**src/rtl/sdram_test_pkg.sv**
```systemverilog
// Shared types and the LFSR step function for the SDRAM test engine.
// The LFSR is a right-shifting Galois form; the tap mask selects a maximal-length polynomial.
package sdram_test_pkg;

  typedef enum logic [1:0] {
    MODE_INDEX = 2'd0,
    MODE_INV   = 2'd1,
    MODE_LFSR  = 2'd2,
    MODE_WALK  = 2'd3
  } mode_t;

  typedef enum logic [2:0] {
    ST_IDLE,
    ST_WRITE,
    ST_READ,
    ST_DRAIN,
    ST_DONE
  } state_t;

  // Widths outside the table fall back to x^w + 1, which is not maximal length.
  function automatic logic [31:0] lfsr_taps(input int unsigned width);
    logic [31:0] taps;
    case (width)
      8:       taps = 32'h0000_00B8;
      16:      taps = 32'h0000_B400;
      32:      taps = 32'h8020_0003;
      default: taps = (32'h1 << (width - 1)) | 32'h1;
    endcase
    return taps;
  endfunction

  function automatic logic [31:0] lfsr_next(input logic [31:0] cur, input int unsigned width);
    logic [31:0] nxt;
    nxt = cur >> 1;
    if (cur[0]) nxt = nxt ^ lfsr_taps(width);
    return nxt;
  endfunction

endpackage

```
**src/rtl/sdram_test_pattern.sv**
```systemverilog
// Data pattern generator: word index, inverted index, Galois LFSR and walking one.
// restart_i rewinds to word 0; advance_i steps to the next word.
module sdram_test_pattern
  import sdram_test_pkg::*;
#(
  parameter int              DATA_W    = 16,
  parameter logic [DATA_W-1:0] LFSR_SEED = DATA_W'(1)
) (
  input  logic              clk,
  input  logic              reset_n_i,
  input  logic              restart_i,
  input  logic              advance_i,
  input  mode_t             mode_i,
  output logic [DATA_W-1:0] data_o
);

  logic [DATA_W-1:0] idx_q;
  logic [DATA_W-1:0] lfsr_q;
  logic [DATA_W-1:0] walk_q;

  // All three generators step together so switching modes never needs a resync.
  always_ff @(posedge clk or negedge reset_n_i) begin
    if (!reset_n_i) begin
      idx_q  <= '0;
      lfsr_q <= LFSR_SEED;
      walk_q <= DATA_W'(1);
    end else if (restart_i) begin
      idx_q  <= '0;
      lfsr_q <= LFSR_SEED;
      walk_q <= DATA_W'(1);
    end else if (advance_i) begin
      idx_q  <= idx_q + DATA_W'(1);
      lfsr_q <= DATA_W'(lfsr_next(32'(lfsr_q), DATA_W));
      walk_q <= {walk_q[DATA_W-2:0], walk_q[DATA_W-1]};
    end
  end

  always_comb begin
    data_o = idx_q;
    case (mode_i)
      MODE_INDEX: data_o = idx_q;
      MODE_INV:   data_o = ~idx_q;
      MODE_LFSR:  data_o = lfsr_q;
      MODE_WALK:  data_o = walk_q;
      default:    data_o = idx_q;
    endcase
  end

endmodule

```
**src/rtl/sdram_test_engine.sv**
```systemverilog
// SDRAM traffic generator/checker: writes a pattern over an address window, reads it
// back with several reads in flight, and records the first and total mismatches.
module sdram_test_engine
  import sdram_test_pkg::*;
#(
  parameter int                ADDR_W          = 24,
  parameter int                DATA_W          = 16,
  parameter int                MAX_OUTSTANDING = 4,
  parameter logic [DATA_W-1:0] LFSR_SEED       = 'h1
) (
  input  logic              clk,
  input  logic              reset_n_i,
  input  logic              start_i,
  input  logic              stop_i,
  input  logic [1:0]        mode_i,
  input  logic              loop_i,
  input  logic [ADDR_W-1:0] base_i,
  input  logic [ADDR_W-1:0] count_i,
  output logic              req_valid_o,
  input  logic              req_ready_i,
  output logic              req_we_o,
  output logic [ADDR_W-1:0] req_addr_o,
  output logic [DATA_W-1:0] req_wdata_o,
  input  logic              rvalid_i,
  input  logic [DATA_W-1:0] rdata_i,
  output logic              busy_o,
  output logic              done_o,
  output logic              error_o,
  output logic [ADDR_W-1:0] err_addr_o,
  output logic [DATA_W-1:0] err_exp_o,
  output logic [DATA_W-1:0] err_got_o,
  output logic [15:0]       err_cnt_o,
  output logic [15:0]       pass_cnt_o
);

  localparam int OUT_W = $clog2(MAX_OUTSTANDING + 1);

  state_t            state_q, state_d;
  mode_t             mode_q;
  logic              loop_q;
  logic [ADDR_W-1:0] base_q;
  logic [ADDR_W-1:0] count_q;
  logic [ADDR_W-1:0] issue_idx_q;
  logic [ADDR_W-1:0] chk_idx_q;
  logic [OUT_W-1:0]  out_q;
  logic              error_q;
  logic [ADDR_W-1:0] err_addr_q;
  logic [DATA_W-1:0] err_exp_q;
  logic [DATA_W-1:0] err_got_q;
  logic [15:0]       err_cnt_q;
  logic [15:0]       pass_cnt_q;

  logic              start_ok;
  logic              req_valid;
  logic              hs;
  logic              last_issue;
  logic              wr_last;
  logic              rd_hs;
  logic              rd_accept;
  logic              drain_done;
  logic              mismatch;
  logic [DATA_W-1:0] issue_data;
  logic [DATA_W-1:0] chk_data;

  assign start_ok   = (state_q == ST_IDLE) && start_i;
  assign req_valid  = (state_q == ST_WRITE) ||
                      ((state_q == ST_READ) && (out_q < OUT_W'(MAX_OUTSTANDING)));
  assign hs         = req_valid && req_ready_i;
  assign last_issue = (issue_idx_q == ADDR_W'(count_q - ADDR_W'(1)));
  assign wr_last    = (state_q == ST_WRITE) && hs && last_issue;
  assign rd_hs      = (state_q == ST_READ) && hs;
  // Read data with nothing outstanding is stray and must not touch any state.
  assign rd_accept  = rvalid_i && (out_q != '0);
  assign drain_done = (state_q == ST_DRAIN) && (out_q == '0);
  assign mismatch   = rd_accept && (rdata_i != chk_data);

  sdram_test_pattern #(
    .DATA_W    (DATA_W),
    .LFSR_SEED (LFSR_SEED)
  ) u_issue_gen (
    .clk       (clk),
    .reset_n_i (reset_n_i),
    .restart_i (start_ok || drain_done),
    .advance_i ((state_q == ST_WRITE) && hs),
    .mode_i    (mode_q),
    .data_o    (issue_data)
  );

  // The check generator rewinds as the read phase begins so it tracks read order.
  sdram_test_pattern #(
    .DATA_W    (DATA_W),
    .LFSR_SEED (LFSR_SEED)
  ) u_check_gen (
    .clk       (clk),
    .reset_n_i (reset_n_i),
    .restart_i (start_ok || wr_last),
    .advance_i (rd_accept),
    .mode_i    (mode_q),
    .data_o    (chk_data)
  );

  always_ff @(posedge clk or negedge reset_n_i) begin
    if (!reset_n_i) state_q <= ST_IDLE;
    else            state_q <= state_d;
  end

  always_comb begin
    state_d = state_q;
    case (state_q)
      ST_IDLE:  if (start_i) state_d = (count_i == '0) ? ST_DONE : ST_WRITE;
      ST_WRITE: if (hs && last_issue) state_d = ST_READ;
      ST_READ:  if (hs && last_issue) state_d = ST_DRAIN;
      ST_DRAIN: if (out_q == '0) state_d = (loop_q && !stop_i) ? ST_WRITE : ST_DONE;
      ST_DONE:  state_d = ST_IDLE;
      default:  state_d = ST_IDLE;
    endcase
  end

  always_ff @(posedge clk or negedge reset_n_i) begin
    if (!reset_n_i) begin
      mode_q  <= MODE_INDEX;
      loop_q  <= 1'b0;
      base_q  <= '0;
      count_q <= '0;
    end else if (start_ok) begin
      mode_q  <= mode_t'(mode_i);
      loop_q  <= loop_i;
      base_q  <= base_i;
      count_q <= count_i;
    end else if (stop_i) begin
      loop_q  <= 1'b0;
    end
  end

  // The issue index serves both phases, so it rewinds at every phase boundary.
  always_ff @(posedge clk or negedge reset_n_i) begin
    if (!reset_n_i) begin
      issue_idx_q <= '0;
      chk_idx_q   <= '0;
      out_q       <= '0;
    end else begin
      if (start_ok || wr_last || drain_done) issue_idx_q <= '0;
      else if (hs)                           issue_idx_q <= issue_idx_q + ADDR_W'(1);

      if (start_ok || wr_last) chk_idx_q <= '0;
      else if (rd_accept)      chk_idx_q <= chk_idx_q + ADDR_W'(1);

      if (rd_hs && !rd_accept)      out_q <= out_q + OUT_W'(1);
      else if (!rd_hs && rd_accept) out_q <= out_q - OUT_W'(1);
    end
  end

  always_ff @(posedge clk or negedge reset_n_i) begin
    if (!reset_n_i) begin
      error_q    <= 1'b0;
      err_addr_q <= '0;
      err_exp_q  <= '0;
      err_got_q  <= '0;
      err_cnt_q  <= '0;
      pass_cnt_q <= '0;
    end else if (start_ok) begin
      error_q    <= 1'b0;
      err_addr_q <= '0;
      err_exp_q  <= '0;
      err_got_q  <= '0;
      err_cnt_q  <= '0;
      pass_cnt_q <= '0;
    end else begin
      if (mismatch) begin
        if (err_cnt_q != 16'hFFFF) err_cnt_q <= err_cnt_q + 16'd1;
        if (!error_q) begin
          error_q    <= 1'b1;
          err_addr_q <= base_q + chk_idx_q;
          err_exp_q  <= chk_data;
          err_got_q  <= rdata_i;
        end
      end
      if (drain_done) pass_cnt_q <= pass_cnt_q + 16'd1;
    end
  end

  // Request fields are forced to zero when idle so the port is quiet outside a test.
  assign req_valid_o = req_valid;
  assign req_we_o    = (state_q == ST_WRITE);
  assign req_addr_o  = req_valid ? (base_q + issue_idx_q) : '0;
  assign req_wdata_o = (state_q == ST_WRITE) ? issue_data : '0;
  assign busy_o      = (state_q == ST_WRITE) || (state_q == ST_READ) || (state_q == ST_DRAIN);
  assign done_o      = (state_q == ST_DONE);
  assign error_o     = error_q;
  assign err_addr_o  = err_addr_q;
  assign err_exp_o   = err_exp_q;
  assign err_got_o   = err_got_q;
  assign err_cnt_o   = err_cnt_q;
  assign pass_cnt_o  = pass_cnt_q;

endmodule

```
**config.mk**
```make
export PLATFORM = sky130hd
export DESIGN_NAME = sdram_test_engine
export DESIGN_NICKNAME = d
export VERILOG_FILES = /design/src/rtl/sdram_test_pkg.sv /design/src/rtl/sdram_test_pattern.sv /design/src/rtl/sdram_test_engine.sv
export SDC_FILE = /design/constraint.sdc
export NUM_CORES = 1
export LEC_CHECK = 0
export CORE_MARGIN = 5
export CORE_UTILIZATION = 57
export DETAILED_ROUTE_END_ITERATION = 8
export PLACE_DENSITY_LB_ADDON = 0.1
export SYNTH_ARGS = -nofsm -noshare
export SYNTH_HDL_FRONTEND = slang
export SYNTH_SLANG_ARGS = --single-unit
export TNS_END_PERCENT = 30
```
**constraint.sdc**
```tcl
create_clock -name clk -period 4.1 [get_ports clk]
set_input_delay 0.615 -clock clk [delete_from_list [all_inputs] [get_ports clk]]
set_output_delay 0.615 -clock clk [all_outputs]
set_load 0.01 [all_outputs]
```
==> summary.md <==
| Metric | Value |
|---|---|
| Synthesized flop and latch total | `290` |
| Wirelength per Cell | `17.56 microns` |
| CTS tree | `done` |
| Die Ht | `around 180 microns` |
| Worst-Skew Late Latency | `0.58 ns` |
| Run status | `finished, final reports clean` |
| Num CTS Buffers | `30` |
| Vias/cell | `5.703` |
| Root buf cell | `clkbuf_16` |
| Crit path max fanout | `6` |
| # port buffers | `205` |
| WL final | `44.62 mm` |
| Placed cell count | `2484` |
| Yosys top cell by area | `dfrtp_1` |
| Maxcap violations | `0` |
| Fraction of layout cells with a size suffix above 1 | `0.07066` |
| Worst Max-Slew Pin Slew | `0.9292 ns` |
| Initial antenna violation count | `1` |
| Total Power | `10.35 mW` |
| Vias in the first global route | `14330` |
| Final RePlAce weighted congestion | `0.9289` |
| Largest net degree at the start of global routing | `117` |
| Global-route wire length before repair | `73.91 mm` |
| Remaining global-route overflow | `0` |
| Period utilization | `0.9915` |
| Syn-to-layout area delta | `21.91%` |
| Tot GR Track Use | `0.2656` |
| CP Cell Sequence | `ha_1 > and4_1 > and4_1 > nor4bb_1 > o41ai_2 > a21boi_1 > buf_4 > nor3_1 > nor3_1 > buf_2` |
| DR vias | `about 14000` |
| Final setup viols | `0` |
| Setup WS pre-CTS | `-0.07936 ns` |
| Clk buf depth | `3` |
| Synth top area cells | `dfrtp_1 (42%), nand2_1 (9.3%), xor2_1 (6.0%)` |
| CP Launch Type | `flop` |
| Register area | `7267 sq um` |
| Max incr delay on CP | `between 0.5 and 0.6 ns` |
| Htree depth | `1` |
| Max Slew Vio Count | `0` |
| IO Count | `206` |
| Row count | `63` |
| Worst-path clk slew | `0.06 ns` |
| Filler Cells Inserted | `2344` |
| Worst Path Buf+Inv | `2` |
| Area of the multi-input gates | `between 9000 and 10000 sq um` |
| Synthesized instance count | `about 1900` |
| Setup CP Type | `flop to output port` |
| Syn avg cell area | `8.714 sq um` |
| Setup Skew | `0.01508 ns` |
| Final Instance Count excl. Fillers | `2541` |
| DRT antenna net count | `0` |
| N_diodes | `0` |
| Setup TNS Final | `0 ns` |
| Share of synthesized registers carrying an async set or reset | `1.000` |
| Pwr dens | `approximately 500 nW/um^2` |
| Share of the synthesized area in the top cell type | `0.4240` |
| Die X | `182.1 microns` |
| # DRC | `0` |
| Synthesized net count | `2067` |
| Clk sink count | `290` |
| Leak | `9.172 nW` |
| Ys flop type | `dfrtp_1` |
| Total die area | `roughly 33000 sq um` |
| Endpoint class of the critical path | `output port` |
| Library cells used by synthesis | `72` |
| Worst setup path start | `issue_idx_q[15]$_DFFE_PN0P_` |
| Delay-heaviest family, CP | `simple AND/OR/NAND/NOR gates` |
| Nets | `2258` |
| Initial core utilization | `0.5741` |
| Post-Syn Area | `16880 sq um` |
| CP arrival | `3.45 ns` |
| CP required | `3.48 ns` |
| HPWL Detailed | `~33 mm` |
| Fmax | `0.2460 GHz` |
| Drt pass-1 iters | `5` |
| RSZ-0062 raised after global routing | `yes` |
| Initial DRC Count | `816` |
| Min-delay worst type | `input pin to asynchronous set/reset pin` |
| Slowest CP cell | `nor4bb_1` |
| Setup WS post-layout | `0.03474 ns` |
| Slew Limit Headroom | `0.3805` |
| Sequential area share after synthesis | `0.4302` |
| R2R Path Start | `count_q[0]$_DFFE_PN0P_` |
| Synth warn | `0` |
| Core Area | `29400 sq um` |
| Tmin final | `4.065 ns` |
| Post-synth EDFFs | `0` |
| Worst vdd ir | `399.6 uV` |
| Hold violation total from the final report | `0` |
==> cell usage after synthesis (3+ instances only) <==
master	number
buf_4	5
and3_1	27
fa_1	3
o21ai_0	77
nor2_1	207
a21o_1	13
xor2_1	116
or3_1	18
a31oi_1	9
nand2_1	417
nand3b_1	6
a211oi_1	28
buf_2	7
and2_1	11
ha_1	54
nand4_1	35
o21a_1	5
o31ai_1	8
nand2b_1	12
and4_1	12
nor4_1	20
dfrtp_1	286
inv_1	21
a211oi_2	4
nand3_1	51
nor2b_1	11
buf_6	7
dfstp_2	4
xnor2_1	90
a2111oi_0	6
or4_1	13
mux2i_1	62
a21oi_1	121
o21bai_1	7
nor3_1	29
o211ai_1	11
clkbuf_1	73
buf_1	6
==> per-layer routing <==
metal / up-vias / routed length, microns / share of wire / global-route usage
met2: 372 / 20930 / 0.47 / 0.4340
met4: 2 / 814 / 0.018 / 0.05884
li1: 7028 / - / - / -
met5: - / 10 / 0.00022 / 0
met3: 52 / 2637 / 0.059 / 0.04644
met1: 7037 / 20220 / 0.45 / 0.3748
==> kinds of logic (layout without fill, tap and decap cells) <==
| family | after synthesis | after routing | synth area share |
|---|---|---|---|
| fa+ha+maj | 57 | 57 | 0.04359 |
| xor+xnor | 207 | 207 | 0.1082 |
| compound gates | 312 | 312 | 0.1119 |
| flops | 290 | 290 | 0.4302 |
| mux | 64 | 64 | 0.03810 |
| simple gates | 886 | 886 | 0.2362 |
| buf+inv | 121 | 335 | 0.03165 |
==> layout by cell type, fill, tap and decap left out, types with 9 or more instances in the layout <==
| cell type | n |
|---|---|
| xor2_1 | 115 |
| a211oi_1 | 26 |
| nor3_1 | 28 |
| nand4_1 | 35 |
| clkbuf_16 | 30 |
| nor2_1 | 205 |
| clkbuf_1 | 11 |
| and4_1 | 12 |
| dfrtp_1 | 284 |
| a21oi_1 | 118 |
| nand2_1 | 417 |
| nor4_1 | 20 |
| or3_1 | 18 |
| nor2b_1 | 11 |
| nand3_1 | 50 |
| inv_1 | 21 |
| or4_1 | 13 |
| xnor2_1 | 90 |
| clkdlybuf4s50_1 | 191 |
| ha_1 | 51 |
| mux2i_1 | 62 |
| nand2b_1 | 12 |
| and3_1 | 26 |
| o21ai_0 | 71 |
| a21o_1 | 13 |
| o211ai_1 | 11 |
| and2_1 | 11 |
| buf_4 | 45 |
| a31oi_1 | 9 |
==> report_power, final <==
group,switching (mW),internal [mW],leakage (nW)
sequential,0.619,3.50,3.78
clock,1.15,1.59,0.485
combinational,1.72,1.77,4.90
total,3.49,6.86,9.17
==> stage by stage <==
step / instance area (sq um) / util / hold WS, ns
detailed placement: 19450 / 0.6616 / 0.4694
global placement: 19450 / 0.6616 / 0.4620
floorplan: 16880 / - / 0.3194
CTS: 20510 / 0.6974 / 0.1512
finish: 20580 / 0.6998 / 0.1053
global route: 20580 / 0.6998 / 0.1726
==> worst register-to-register path: cells and delay by family (launching register included) <==
family / cells / cell delay (ns)
AND/OR/NAND/NOR: 6 / 1.82
XOR/XNOR: 1 / 0.10
flip-flops: 1 / 0.42
adder cells (fa/ha/maj): 1 / 0.27
AO/OA/AOI/OAI: 1 / 0.38
buffers and inverters: 4 / 0.74
==> flip-flops by register name, summed over array words and instances, names as in the netlist <==
| register | count |
|---|---|
| base_q | 24 |
| chk_idx_q | 24 |
| count_q | 24 |
| err_addr_o | 24 |
| err_cnt_o | 16 |
| err_exp_o | 16 |
| err_got_o | 16 |
| error_o | 1 |
| issue_idx_q | 24 |
| loop_q | 1 |
| mode_q | 2 |
| out_q | 3 |
| pass_cnt_o | 16 |
| state_q | 3 |
| u_check_gen.idx_q | 16 |
| u_check_gen.lfsr_q | 16 |
| u_check_gen.walk_q | 16 |
| u_issue_gen.idx_q | 16 |
| u_issue_gen.lfsr_q | 16 |
| u_issue_gen.walk_q | 16 |
==> timing repair <==
item,CTS,global route
endpoints found under the hold margin,0,0
endpoints found under the setup margin,14,12
cloned,0,0
hold buffers,0,0
pin swaps,8,8
resized for setup,34,25
buffers inserted,1,1
==> final cells by class <==
class	count	share of cell area
Tap cell	390	0.02372
Clock buffer	47	0.04251
Timing Repair Buffer	257	0.1219
Inverter	23	0.004196
Clock inverter	8	0.005777
Multi-Input combinational cell	1526	0.4488
Sequential cell	290	0.3532
==> worst paths after layout <==
| check | depth (start not counted) | slack, ns | end |
|---|---|---|---|
| max | 10 | 0.03 | req_addr_o[22] |
| min | 1 | 0.11 | err_addr_o[12]$_DFFE_PN0P_ |
| max reg2reg | 13 | 0.25 | u_check_gen.idx_q[15]$_DFFE_PN0P_ |
| min reg2reg | 1 | 0.48 | state_q[2]$_DFFE_PN0P_ |
| max in group asynchronous | 2 | 3.03 | count_q[0]$_DFFE_PN0P_ |
| min in group clk | 1 | 0.48 | state_q[2]$_DFFE_PN0P_ |
Note: power is estimated with default switching activity, not from simulation.
